[config.mk]
export PLATFORM = sky130hd
export DESIGN_NAME = regfile_addr_sequencer
export DESIGN_NICKNAME = d
export VERILOG_FILES = /design/src/rtl/regfile_addr_sequencer_pkg.sv /design/src/rtl/implicit_reg_decode.sv /design/src/rtl/regfile_addr_sequencer.sv
export SDC_FILE = /design/constraint.sdc
export NUM_CORES = 1
export LEC_CHECK = 0
export CAP_MARGIN = 20
export CORE_MARGIN = 8
export CORE_UTILIZATION = 40
export CTS_BUF_LIST = sky130_fd_sc_hd__clkbuf_8
export DETAILED_ROUTE_END_ITERATION = 12
export PLACE_DENSITY = 0.83
export SETUP_SLACK_MARGIN = 0.5
export SYNTH_ARGS = -nofsm -noshare
export SYNTH_HDL_FRONTEND = slang
export SYNTH_HIERARCHICAL = 1
export SYNTH_SLANG_ARGS = --single-unit
[constraint.sdc]
create_clock -name clk -period 2.4 [get_ports clk]
set_clock_uncertainty 0.1 [all_clocks]
set_input_delay 0.24 -clock clk [delete_from_list [all_inputs] [get_ports clk]]
set_output_delay 0.24 -clock clk [all_outputs]
set_load 0.02 [all_outputs]
[src/rtl/regfile_addr_sequencer_pkg.sv]
// Shared constants for the register-file address sequencer: opcodes, implicit register indices,
// FSM state encoding and SP direction values.
package regfile_addr_sequencer_pkg;

    localparam int unsigned INSTRUCTION_LENGTH   = 16;
    localparam int unsigned TOTAL_ADDRESS_LENGTH = 4;
    localparam int unsigned OPCODE_W             = 5;

    // Opcodes (top OPCODE_W bits of the IR)
    localparam logic [OPCODE_W-1:0] OP_SETADDL = 5'h08;
    localparam logic [OPCODE_W-1:0] OP_SETADDH = 5'h09;
    localparam logic [OPCODE_W-1:0] OP_LDIL    = 5'h0A;
    localparam logic [OPCODE_W-1:0] OP_LDIH    = 5'h0B;
    localparam logic [OPCODE_W-1:0] OP_PUSH    = 5'h10;
    localparam logic [OPCODE_W-1:0] OP_POP     = 5'h11;

    // Implicit register indices
    localparam logic [3:0] REG_RLI  = 4'd12;
    localparam logic [3:0] REG_RADR = 4'd13;
    localparam logic [3:0] REG_SP   = 4'd15;

    localparam logic SP_DIR_DEC = 1'b1;
    localparam logic SP_DIR_INC = 1'b0;

    typedef enum logic [1:0] {
        StIdle = 2'd0,
        StEmit = 2'd1,
        StSpRd = 2'd2,
        StSpWb = 2'd3
    } seq_state_e;

endpackage

[src/rtl/implicit_reg_decode.sv]
// Combinational decode of an IR word into its implicit register-file address and
// the stack / pairing attributes used by the sequencer.
module implicit_reg_decode
    import regfile_addr_sequencer_pkg::*;
#(
    parameter int unsigned INSTR_W = INSTRUCTION_LENGTH,
    parameter int unsigned ADDR_W  = TOTAL_ADDRESS_LENGTH
) (
    input  logic [INSTR_W-1:0] ir,
    output logic               hit,
    output logic [ADDR_W-1:0]  addr,
    output logic               is_stack,
    output logic               is_push,
    output logic               is_low,
    output logic               is_high,
    output logic               pair_sel
);

    logic [OPCODE_W-1:0] opcode;
    logic                unused_operand;

    assign opcode         = ir[INSTR_W-1 -: OPCODE_W];
    assign unused_operand = ^ir[INSTR_W-OPCODE_W-1:0];

    // pair_sel: 1 selects the LDI pair, 0 the SETADD pair
    always_comb begin
        hit      = 1'b0;
        addr     = '0;
        is_stack = 1'b0;
        is_push  = 1'b0;
        is_low   = 1'b0;
        is_high  = 1'b0;
        pair_sel = 1'b0;
        case (opcode)
            OP_SETADDL: begin hit = 1'b1; addr = ADDR_W'(REG_RADR); is_low  = 1'b1; end
            OP_SETADDH: begin hit = 1'b1; addr = ADDR_W'(REG_RADR); is_high = 1'b1; end
            OP_LDIL: begin
                hit = 1'b1; addr = ADDR_W'(REG_RLI); is_low = 1'b1; pair_sel = 1'b1;
            end
            OP_LDIH: begin
                hit = 1'b1; addr = ADDR_W'(REG_RLI); is_high = 1'b1; pair_sel = 1'b1;
            end
            OP_PUSH: begin
                hit = 1'b1; addr = ADDR_W'(REG_SP); is_stack = 1'b1; is_push = 1'b1;
            end
            OP_POP:  begin hit = 1'b1; addr = ADDR_W'(REG_SP); is_stack = 1'b1; end
            default: ;
        endcase
    end

endmodule

[src/rtl/regfile_addr_sequencer.sv]
// Registered, handshaked implicit-register address sequencer; PUSH/POP expand into an SP read
// beat followed by an SP write-back beat. Optional pairing check enabled by PAIR_CHECK_EN.
module regfile_addr_sequencer
    import regfile_addr_sequencer_pkg::*;
#(
    parameter int unsigned INSTR_W = INSTRUCTION_LENGTH,
    parameter int unsigned ADDR_W  = TOTAL_ADDRESS_LENGTH
) (
    input  logic               clk,
    input  logic               rst,
    input  logic               ir_valid,
    input  logic [INSTR_W-1:0] ir,
    output logic               ir_ready,
    output logic               addr_valid,
    output logic               set_reg_address,
    output logic [ADDR_W-1:0]  reg_address,
    output logic               sp_update,
    output logic               sp_dir,
    output logic               busy
`ifdef PAIR_CHECK_EN
    ,
    output logic               pair_err
`endif
);

    seq_state_e        state_q, state_d;
    logic              addr_valid_q, addr_valid_d;
    logic              set_q, set_d;
    logic [ADDR_W-1:0] reg_address_q, reg_address_d;
    logic              sp_update_q, sp_update_d;
    logic              sp_dir_q, sp_dir_d;
    logic              push_q, push_d;

    logic              dec_hit, dec_is_stack, dec_is_push, dec_is_low, dec_is_high, dec_pair_sel;
    logic [ADDR_W-1:0] dec_addr;
    logic              accept;

    implicit_reg_decode #(
        .INSTR_W (INSTR_W),
        .ADDR_W  (ADDR_W)
    ) u_decode (
        .ir       (ir),
        .hit      (dec_hit),
        .addr     (dec_addr),
        .is_stack (dec_is_stack),
        .is_push  (dec_is_push),
        .is_low   (dec_is_low),
        .is_high  (dec_is_high),
        .pair_sel (dec_pair_sel)
    );

    assign ir_ready = !rst && (state_q != StSpRd);
    assign accept   = ir_valid && ir_ready;

    always_comb begin
        state_d       = state_q;
        addr_valid_d  = 1'b0;
        set_d         = 1'b0;
        reg_address_d = reg_address_q;
        sp_update_d   = 1'b0;
        sp_dir_d      = 1'b0;
        push_d        = push_q;
        if (state_q == StSpRd) begin
            state_d       = StSpWb;
            addr_valid_d  = 1'b1;
            set_d         = 1'b1;
            reg_address_d = ADDR_W'(REG_SP);
            sp_update_d   = 1'b1;
            sp_dir_d      = push_q ? SP_DIR_DEC : SP_DIR_INC;
        end else if (accept) begin
            addr_valid_d = 1'b1;
            if (dec_is_stack) begin
                state_d       = StSpRd;
                push_d        = dec_is_push;
                set_d         = 1'b1;
                reg_address_d = ADDR_W'(REG_SP);
            end else begin
                state_d = StEmit;
                set_d   = dec_hit;
                if (dec_hit) reg_address_d = dec_addr;
            end
        end else begin
            state_d = StIdle;
        end
    end

    always_ff @(posedge clk or posedge rst) begin
        if (rst) begin
            state_q       <= StIdle;
            addr_valid_q  <= 1'b0;
            set_q         <= 1'b0;
            reg_address_q <= '0;
            sp_update_q   <= 1'b0;
            sp_dir_q      <= 1'b0;
            push_q        <= 1'b0;
        end else begin
            state_q       <= state_d;
            addr_valid_q  <= addr_valid_d;
            set_q         <= set_d;
            reg_address_q <= reg_address_d;
            sp_update_q   <= sp_update_d;
            sp_dir_q      <= sp_dir_d;
            push_q        <= push_d;
        end
    end

    assign addr_valid      = addr_valid_q;
    assign set_reg_address = set_q;
    assign reg_address     = reg_address_q;
    assign sp_update       = sp_update_q;
    assign sp_dir          = sp_dir_q;
    assign busy            = (state_q == StSpRd) || (state_q == StSpWb);

`ifdef PAIR_CHECK_EN
    logic pend_ldi_q, pend_ldi_d, pend_setadd_q, pend_setadd_d, pair_err_q, pair_err_d;
    logic pend_sel;

    assign pend_sel = dec_pair_sel ? pend_ldi_q : pend_setadd_q;

    // Low op re-arms an already set flag -> error; high op without a pending low -> error
    always_comb begin
        pend_ldi_d    = pend_ldi_q;
        pend_setadd_d = pend_setadd_q;
        pair_err_d    = 1'b0;
        if (accept && (dec_is_low || dec_is_high)) begin
            pair_err_d = dec_is_low ? pend_sel : !pend_sel;
            if (dec_pair_sel) pend_ldi_d    = dec_is_low;
            else              pend_setadd_d = dec_is_low;
        end
    end

    always_ff @(posedge clk or posedge rst) begin
        if (rst) begin
            pend_ldi_q    <= 1'b0;
            pend_setadd_q <= 1'b0;
            pair_err_q    <= 1'b0;
        end else begin
            pend_ldi_q    <= pend_ldi_d;
            pend_setadd_q <= pend_setadd_d;
            pair_err_q    <= pair_err_d;
        end
    end

    assign pair_err = pair_err_q;
`else
    logic unused_pair;
    assign unused_pair = ^{dec_is_low, dec_is_high, dec_pair_sel};
`endif

endmodule
* Word level (Yosys, flattened, before mapping)
Cells that the tools add are included.
Storage, ports and cells: register bits after elaboration 11, input port bits 19, output and inout bits 10, logic and storage cells 48
Operators by class: equality and inequality tests 9, multiplexer cells 19, bitwise gates (word level) 1, reductions and logical operators 12
Operator list (number):
- $eq A5 B4 Y1 const B | 4
- $mux W4 | 4
- $pmux W4 S3 | 1
- $mux W1 | 11
- $eq A5 B5 Y1 const B | 2
- $mux W2 | 3
- $reduce_or A2 Y1 | 3
- $reduce_or A6 Y1 | 1
- $eq A2 B2 Y1 const B | 2
- $reduce_and A3 Y1 | 1
- $reduce_bool A3 Y1 | 1
- $logic_and A1 B1 Y1 | 2
- $ne A2 B2 Y1 const B | 1
- $reduce_and A2 Y1 | 1
- $reduce_bool A2 Y1 | 1
- $logic_not A1 Y1 | 1
- $logic_or A1 B1 Y1 | 1
- $not A1 Y1 | 1

* Depth between registers and ports, before layout
Gate-level depths: netlist of the first run.
depth in word-level cells 7, gate-level depth with buffers 5

* Modules after synthesis
The synthesis of the first run kept the hierarchy.
Modules (own cells, without submodules):
- regfile_addr_sequencer | times used 1, cells an instance 34, area each 467.9 sq um
- implicit_reg_decode | times used 1, cells an instance 14, area each 92.6 sq um

* Worst setup path after synthesis of the first run
Ideal clock, no wire load.
path type input to register, from in ir[13], to reg reg_address_q[0], in the netlist reg_address[0], arrival time 1512 ps, path slack 663 ps, stages on the path 5, buffers on the path 0, path through or4b_4 -> inv_1 -> nor2_1 -> o21ai_4 -> mux2_4
Between the ends: elaborated cells between the ends (all ways) 19, classes of those cells 6 x eq/ne; 7 x mux; 6 x reduce/logical
RTL lines:
- from (decl) | line regfile_addr_sequencer.sv:12 | input logic [INSTR_W-1:0] ir,
- $eq A5 B5 Y1 | line implicit_reg_decode.sv:34 | case (opcode)
- $reduce_or A2 Y1 (no source line) *
- $mux W1 * | line implicit_reg_decode.sv:34
- net dec_is_stack | line regfile_addr_sequencer.sv:34 | logic dec_hit, dec_is_stack, dec_is_push, dec_is_low, dec_is_high, dec_pair_sel;
- $mux W4 | line regfile_addr_sequencer.sv:72 | if (dec_is_stack) begin
- $mux W4 | line regfile_addr_sequencer.sv:70 | end else if (accept) begin
- $mux W4 | line regfile_addr_sequencer.sv:63 | if (state_q == StSpRd) begin
- to (signal assigned) | line regfile_addr_sequencer.sv:100 | reg_address_q <= reg_address_d;
- to (decl) | line regfile_addr_sequencer.sv:29 | logic [ADDR_W-1:0] reg_address_q, reg_address_d;
The timed path passes the listed nets; every way through them passes the cells marked *. The select of a mux whose other input is x is not followed. A chain may end at the register's enable or synchronous reset.

* Final worst setup path of the first run
from in ir[13], to reg reg_address_q[0], in the netlist reg_address[0]
Between the ends: elaborated cells between the ends (all ways) 19, classes of those cells 6 x eq/ne; 7 x mux; 6 x reduce/logical
RTL lines (line):
- $eq A5 B5 Y1 or $eq A5 B4 Y1 (tied branches)
- $reduce_or A6 Y1 (no source line) *
- $mux W1 * | implicit_reg_decode.sv:34
- net dec_hit | regfile_addr_sequencer.sv:34
- $reduce_bool A3 Y1 (no source line) *
- $reduce_and A2 Y1 (no source line) *
Marks and branches as above.

==> flow_metrics.tcl, run 1 <==
set metrics [dict create \
    rsz0062_at_grt "false" \
    whs_ps 276 \
    comb_power_share_pct 28.3 \
    setup_viol 0 \
    slowest_delay_ps 580 \
    gp_congestion 0.750 \
    cpMaxStageDelayCell "or4b_4" \
    p_leak_uw 0.000396 \
    fin_total_pwr_uw 555 \
    startpoint "ir[13]" \
    cp-start-kind "input port" \
    run_status "finished, final reports clean" \
    gr-usage-all-layers_pct 7.43 \
    arrival_ps 1820 \
    pin_count 29 \
    setup_tns_ps 0 \
    drc 0 \
    wl_per_cell_um 12.1 \
    area_growth_syn_to_layout_pct 41.0 \
    cts_sinks 11 \
    drtIter0Drc 1 \
    crit_path_max_fanout 5 \
    drive_above_1_share_pct 30.6 \
    port_buffers 17 \
    power.density_nw_per_um2 733 \
    ir_worst_vdd_mv 0.354 \
    grt_overflow 0 \
    crit_chain "dlygate4sd2_1 -> or4b_4 -> nand2_2 -> nor2_2 -> o21ai_4 -> mux2_4" \
    die_y_um 52.6 \
    num-fill-cells 117 \
    drv_cap 0 \
    worst-path-buf-inv 1 \
    insertion_delay_ps 230 \
    yosys_warnings 6 \
    antenna_found_initial 0 \
    max_slew_margin_pct 72.3 \
    num_vias 361 \
    worstPathRequired_ps 2410 \
    grt_pass1_vias 339 \
    r2r_setup_slack_ps 1020 \
    crit_family "simple AND/OR/NAND/NOR gates" \
    clockPowerShare_pct 31.2 \
    min_path_type "input port to asynchronous set/reset pin" \
    switchingPower_uw 143 \
    grt_pass1_wl_mm 1.53 \
    cts-root-buf "clkbuf_8" \
    syn_inst 44 \
    fin_crit_ps 1810 \
    clockBufferDepth 2 \
    fp.dieW_um 52.6 \
    tightest_slew_ps 414 \
    critical_path_class "input port to flop" \
    cts_buffers 3 \
    fmax_mhz 552 \
    post-route-period-util_pct 75.4 \
    diodes 0 \
    drv_slew 0 \
    seq_power_share_pct 40.4 \
    grt_max_degree 12 \
    die_area_um2 2770 \
    synth_fp_nets 63 \
    detail-route-antenna-nets 0 \
    core_area_um2 1280 \
    synth.avg_cell_area_um2 12.2 \
    worst_setup_path_end_kind "flop" \
    start_util_pct 41.8 \
    switching_share_pct 25.7 \
    finalHoldViolCount 0 \
    htree_levels 1 \
    syn-cell-area_um2 537 \
    drt_wl_total_um 935 \
    first_pass_iters 4 \
    clk_pin_slew_ps 50 \
    viasPerCell 4.69 \
    cts_tree "done" \
    p_int_uw 412 \
    rows 13 \
    rr_startpoint "state_q[1]$_DFF_PP0_" \
    nets 82 \
]
registers in the layout, indices dropped and copies added, names as in the netlist:
signal           count
addr_valid           1
push_q               1
reg_address          4
set_reg_address      1
sp_dir               1
sp_update            1
state_q              2
placed cells by master, fill, tap and decap left out, types with 2 or more instances in the layout:
| master | n |
|---|---|
| inv_4 | 2 |
| or3_1 | 4 |
| clkdlybuf4s50_1 | 12 |
| dfrtp_1 | 11 |
| dlygate4sd2_1 | 4 |
| nand2_1 | 2 |
| clkbuf_8 | 3 |
| nor2_1 | 2 |
| inv_1 | 3 |
| nand2b_4 | 2 |
| mux2_4 | 4 |
| nor2_2 | 2 |
metrics by stage:
step	worst slack, ps	cells	area, µm²	util (%)
after floorplan	663	44	537	-
after global placement	142	73	707	55.0
after detailed placement	92.0	73	707	55.0
after CTS	551	77	754	58.7
after global routing	533	77	757	58.9
final	590	77	757	58.9
layer usage:
metal / vias up / share of wire [%] / track usage, % / wire length [µm]
met5: - / 0 / 0 / 0
met4: 0 / 0.64 / 3.88 / 6
met3: 2 / 9.4 / 2.84 / 88
met2: 14 / 47 / 11.3 / 435
met1: 167 / 43 / 8.82 / 404
li1: 178 / - / - / -
repair_timing:
action,4_1_cts,5_1_grt
hold buffers,0,0
pin swaps,2,0
endpoints found under the setup margin,5,1
gates resized for setup,8,1
setup buffers,0,0
final timing paths:
check / end / depth (start not counted)
min: sp_dir$_DFF_PP0_ / 2
min reg2reg: reg_address[1]$_DFFE_PP0P_ / 1
max reg2reg: reg_address[1]$_DFFE_PP0P_ / 4
min in group clk: reg_address[1]$_DFFE_PP0P_ / 1
max in group asynchronous: reg_address[1]$_DFFE_PP0P_ / 2
max: reg_address[0]$_DFFE_PP0P_ / 6
cell type report:
cell class | count | area (µm²) | share of cell area [%]
clock buffers | 3 | 41.3 | 5.45
well taps | 15 | 18.8 | 2.48
repair buffers | 17 | 168 | 22.1
inverters | 4 | 20.0 | 2.64
flip-flops and latches | 11 | 275 | 36.4
multi-input cells | 26 | 230 | 30.4
clock inverters | 1 | 3.75 | 0.496
power by group through the flow:
stage | combinational, µW | clock, µW | sequential [µW]
after CTS | 160 | 176 | 225
after global routing | 166 | 189 | 226
after floorplan | 61.2 | 0 | 256
final | 157 | 173 | 224
after detailed placement | 161 | 0 | 228
after global placement | 158 | 0 | 226
Note: power is estimated with default switching activity, not from simulation.
==> inputs of run 2 (changes only) <==
Settings changed: CORE_UTILIZATION 40 to 36, PLACE_DENSITY 0.83 to 0.79.
Clock period 2.4 ns to 1.45 ns, I/O delays scaled along.
==> run 2 against run 1 <==
  * The flow now finishes with violations (setup timing)
  * Critical path type unchanged
  * Die area up 7.7%
  * Clock power up 71%
  * Largest cell class is now non-clock buffers
  * Cell count up 27%
  * Wire length up 28%
  * Non-clock buffer count up 20
  * Critical endpoint is now reg_address[2]$_DFFE_PP0P_
  * Register-to-register slack worse by 950 ps
  * Sequential share of layout area down 8.0 points
  * Hold slack worse by 240 ps
  * Sequential power up 69%
==> flow_metrics.tcl, run 2 (synthesized netlist as in run 1, its figures left out) <==
set metrics [dict create \
    viasPerCell 4.57 \
    port_buffers 17 \
    whs_ps 33.7 \
    rows 14 \
    violations "setup timing" \
    gp_congestion 0.737 \
    wl_per_cell_um 12.2 \
    dp.final_hpwl_um 823 \
    min_path_type "input port to asynchronous set/reset pin" \
    cpMaxStageDelayCell "or4b_4" \
    final_cell_mix "buf_6, buf_4, dfrtp_1, mux2_4, or3_1" \
    crit_path_max_fanout 5 \
    p_leak_uw 0.000520 \
    post-route-period-util_pct 103 \
    drt_wl_total_mm 1.19 \
    num_vias 448 \
    ir_worst_vdd_mv 0.532 \
    tightest_slew_ps 436 \
    run_status "finished with violations" \
    fp.dieW_um 54.6 \
    place_inst 79 \
    start_util_pct 36.9 \
    drv_slew 0 \
    finalHoldViolCount 0 \
    grt_pass1_wl_mm 1.95 \
    final_common_cell "buf_6" \
    fin_crit_ps 1490 \
    setup_tns_ps -139 \
    fmax_mhz 672 \
    clockBufferDepth 2 \
    pin_count 29 \
    drtIter0Drc 3 \
    die_area_um2 2980 \
    drv_cap 0 \
    detail-route-antenna-nets 0 \
    gr-usage-all-layers_pct 9.22 \
    place_area_um2 771 \
    largest_reg_flops 4 \
    worst_slack_ps -39.1 \
    drc 0 \
    area_growth_syn_to_layout_pct 80.7 \
    worstPathRequired_ps 1470 \
    antenna_found_initial 0 \
    diodes 0 \
    fin_cells 98 \
    fin_area_um2 970 \
    worst-path-buf-inv 2 \
    crit_chain "buf_6 -> or4b_4 -> inv_4 -> nor2_4 -> o21ai_4 -> mux2_4" \
    crit_family "simple AND/OR/NAND/NOR gates" \
    core_area_um2 1450 \
    cts_tree "done" \
    slowest_delay_ps 570 \
    grt_pass1_vias 436 \
    nets 102 \
    critical_path_class "input port to flop" \
    drive_above_1_share_pct 68.3 \
    rsz0062_at_grt "true" \
    worst_setup_path_end_kind "flop" \
    max_slew_margin_pct 70.9 \
    first_pass_iters 4 \
    setup_viol 4 \
    insertion_delay_ps 230 \
    cp-start-kind "input port" \
    clk_pin_slew_ps 50 \
    cts_sinks 11 \
    grt_max_degree 12 \
    grt_overflow 0 \
    power.density_nw_per_um2 1050 \
    htree_levels 1 \
    arrival_ps 1510 \
    cts-root-buf "clkbuf_8" \
    cts_buffers 3 \
    die_y_um 54.6 \
]
-- run 2: changes by cell type in the layout (fill, tap and decap cells not counted), moves of 2 or more --
cell             previous run  this run
dlygate4sd2_1               4         1
clkdlybuf4s50_1            12         2
nor2_4                      0         2
buf_2                       0         3
nand2_4                     0         2
nor2_1                      2         0
buf_4                       0        13
buf_6                       0        18
-- run 2: worst paths after layout --
check                                           from  depth (start not counted)                          to  slack, ps
min in group clk                              ir[14]                          5  reg_address[0]$_DFFE_PP0P_        390
max in group asynchronous                        rst                          2  reg_address[2]$_DFFE_PP0P_        920
worst min register to register    push_q$_DFFE_PP0P_                          1            sp_dir$_DFF_PP0_        410
worst max-delay path                          ir[14]                          6  reg_address[2]$_DFFE_PP0P_        -40
worst min-delay path                             rst                          2         sp_update$_DFF_PP0_         30
worst max register to register  state_q[1]$_DFF_PP0_                          4  reg_address[3]$_DFFE_PP0P_         70
-- run 2: area by class of cell --
cell class	instances	area [µm²]
flip-flops and latches	11	275
clock buffers	3	41.3
fillers	119	484
clock inverters	1	3.75
multi-input cells	26	263
repair buffers	37	344
inverters	4	22.5
well taps	16	20.0
-- run 2: through the flow --
step | utilization [%] | total power (µW) | setup WS [ps]
finish | 66.7 | 1020 | -39.1
CTS | 63.3 | 1020 | -23.2
global placement | 53.0 | 653 | -638
detailed placement | 53.0 | 660 | -686
global route | 66.7 | 1070 | -68.9
floorplan | - | 531 | -173
-- run 2: worst register-to-register path: cells and delay by family (launching register included) --
kind	cells	cell delay, ps
and+or+nand+nor	2	430
muxes	1	260
DFF	1	420
buffers and inverters	1	50
-- run 2: per-layer routing --
layer	vias to the layer above	track usage, %	part of all wire (%)
li1	220	-	-
met2	18	14.7	49
met3	3	2.72	6.9
met5	-	0	0
met4	0	4.92	2.0
met1	207	10.8	42
-- run 2: timing repair --
action | 4_1_cts | 5_1_grt
hold endpoints to repair | 0 | 0
pin swaps | 6 | 0
hold buffers | 0 | 0
setup endpoints to repair | 20 | 20
cloned | 0 | 0
resized for setup | 87 | 5
buffers inserted | 11 | 4
-- run 2: power by group --
part           internal, µW  switching, µW
sequential              351           27.4
clock                   185            109
combinational           212            138
total                   748            275
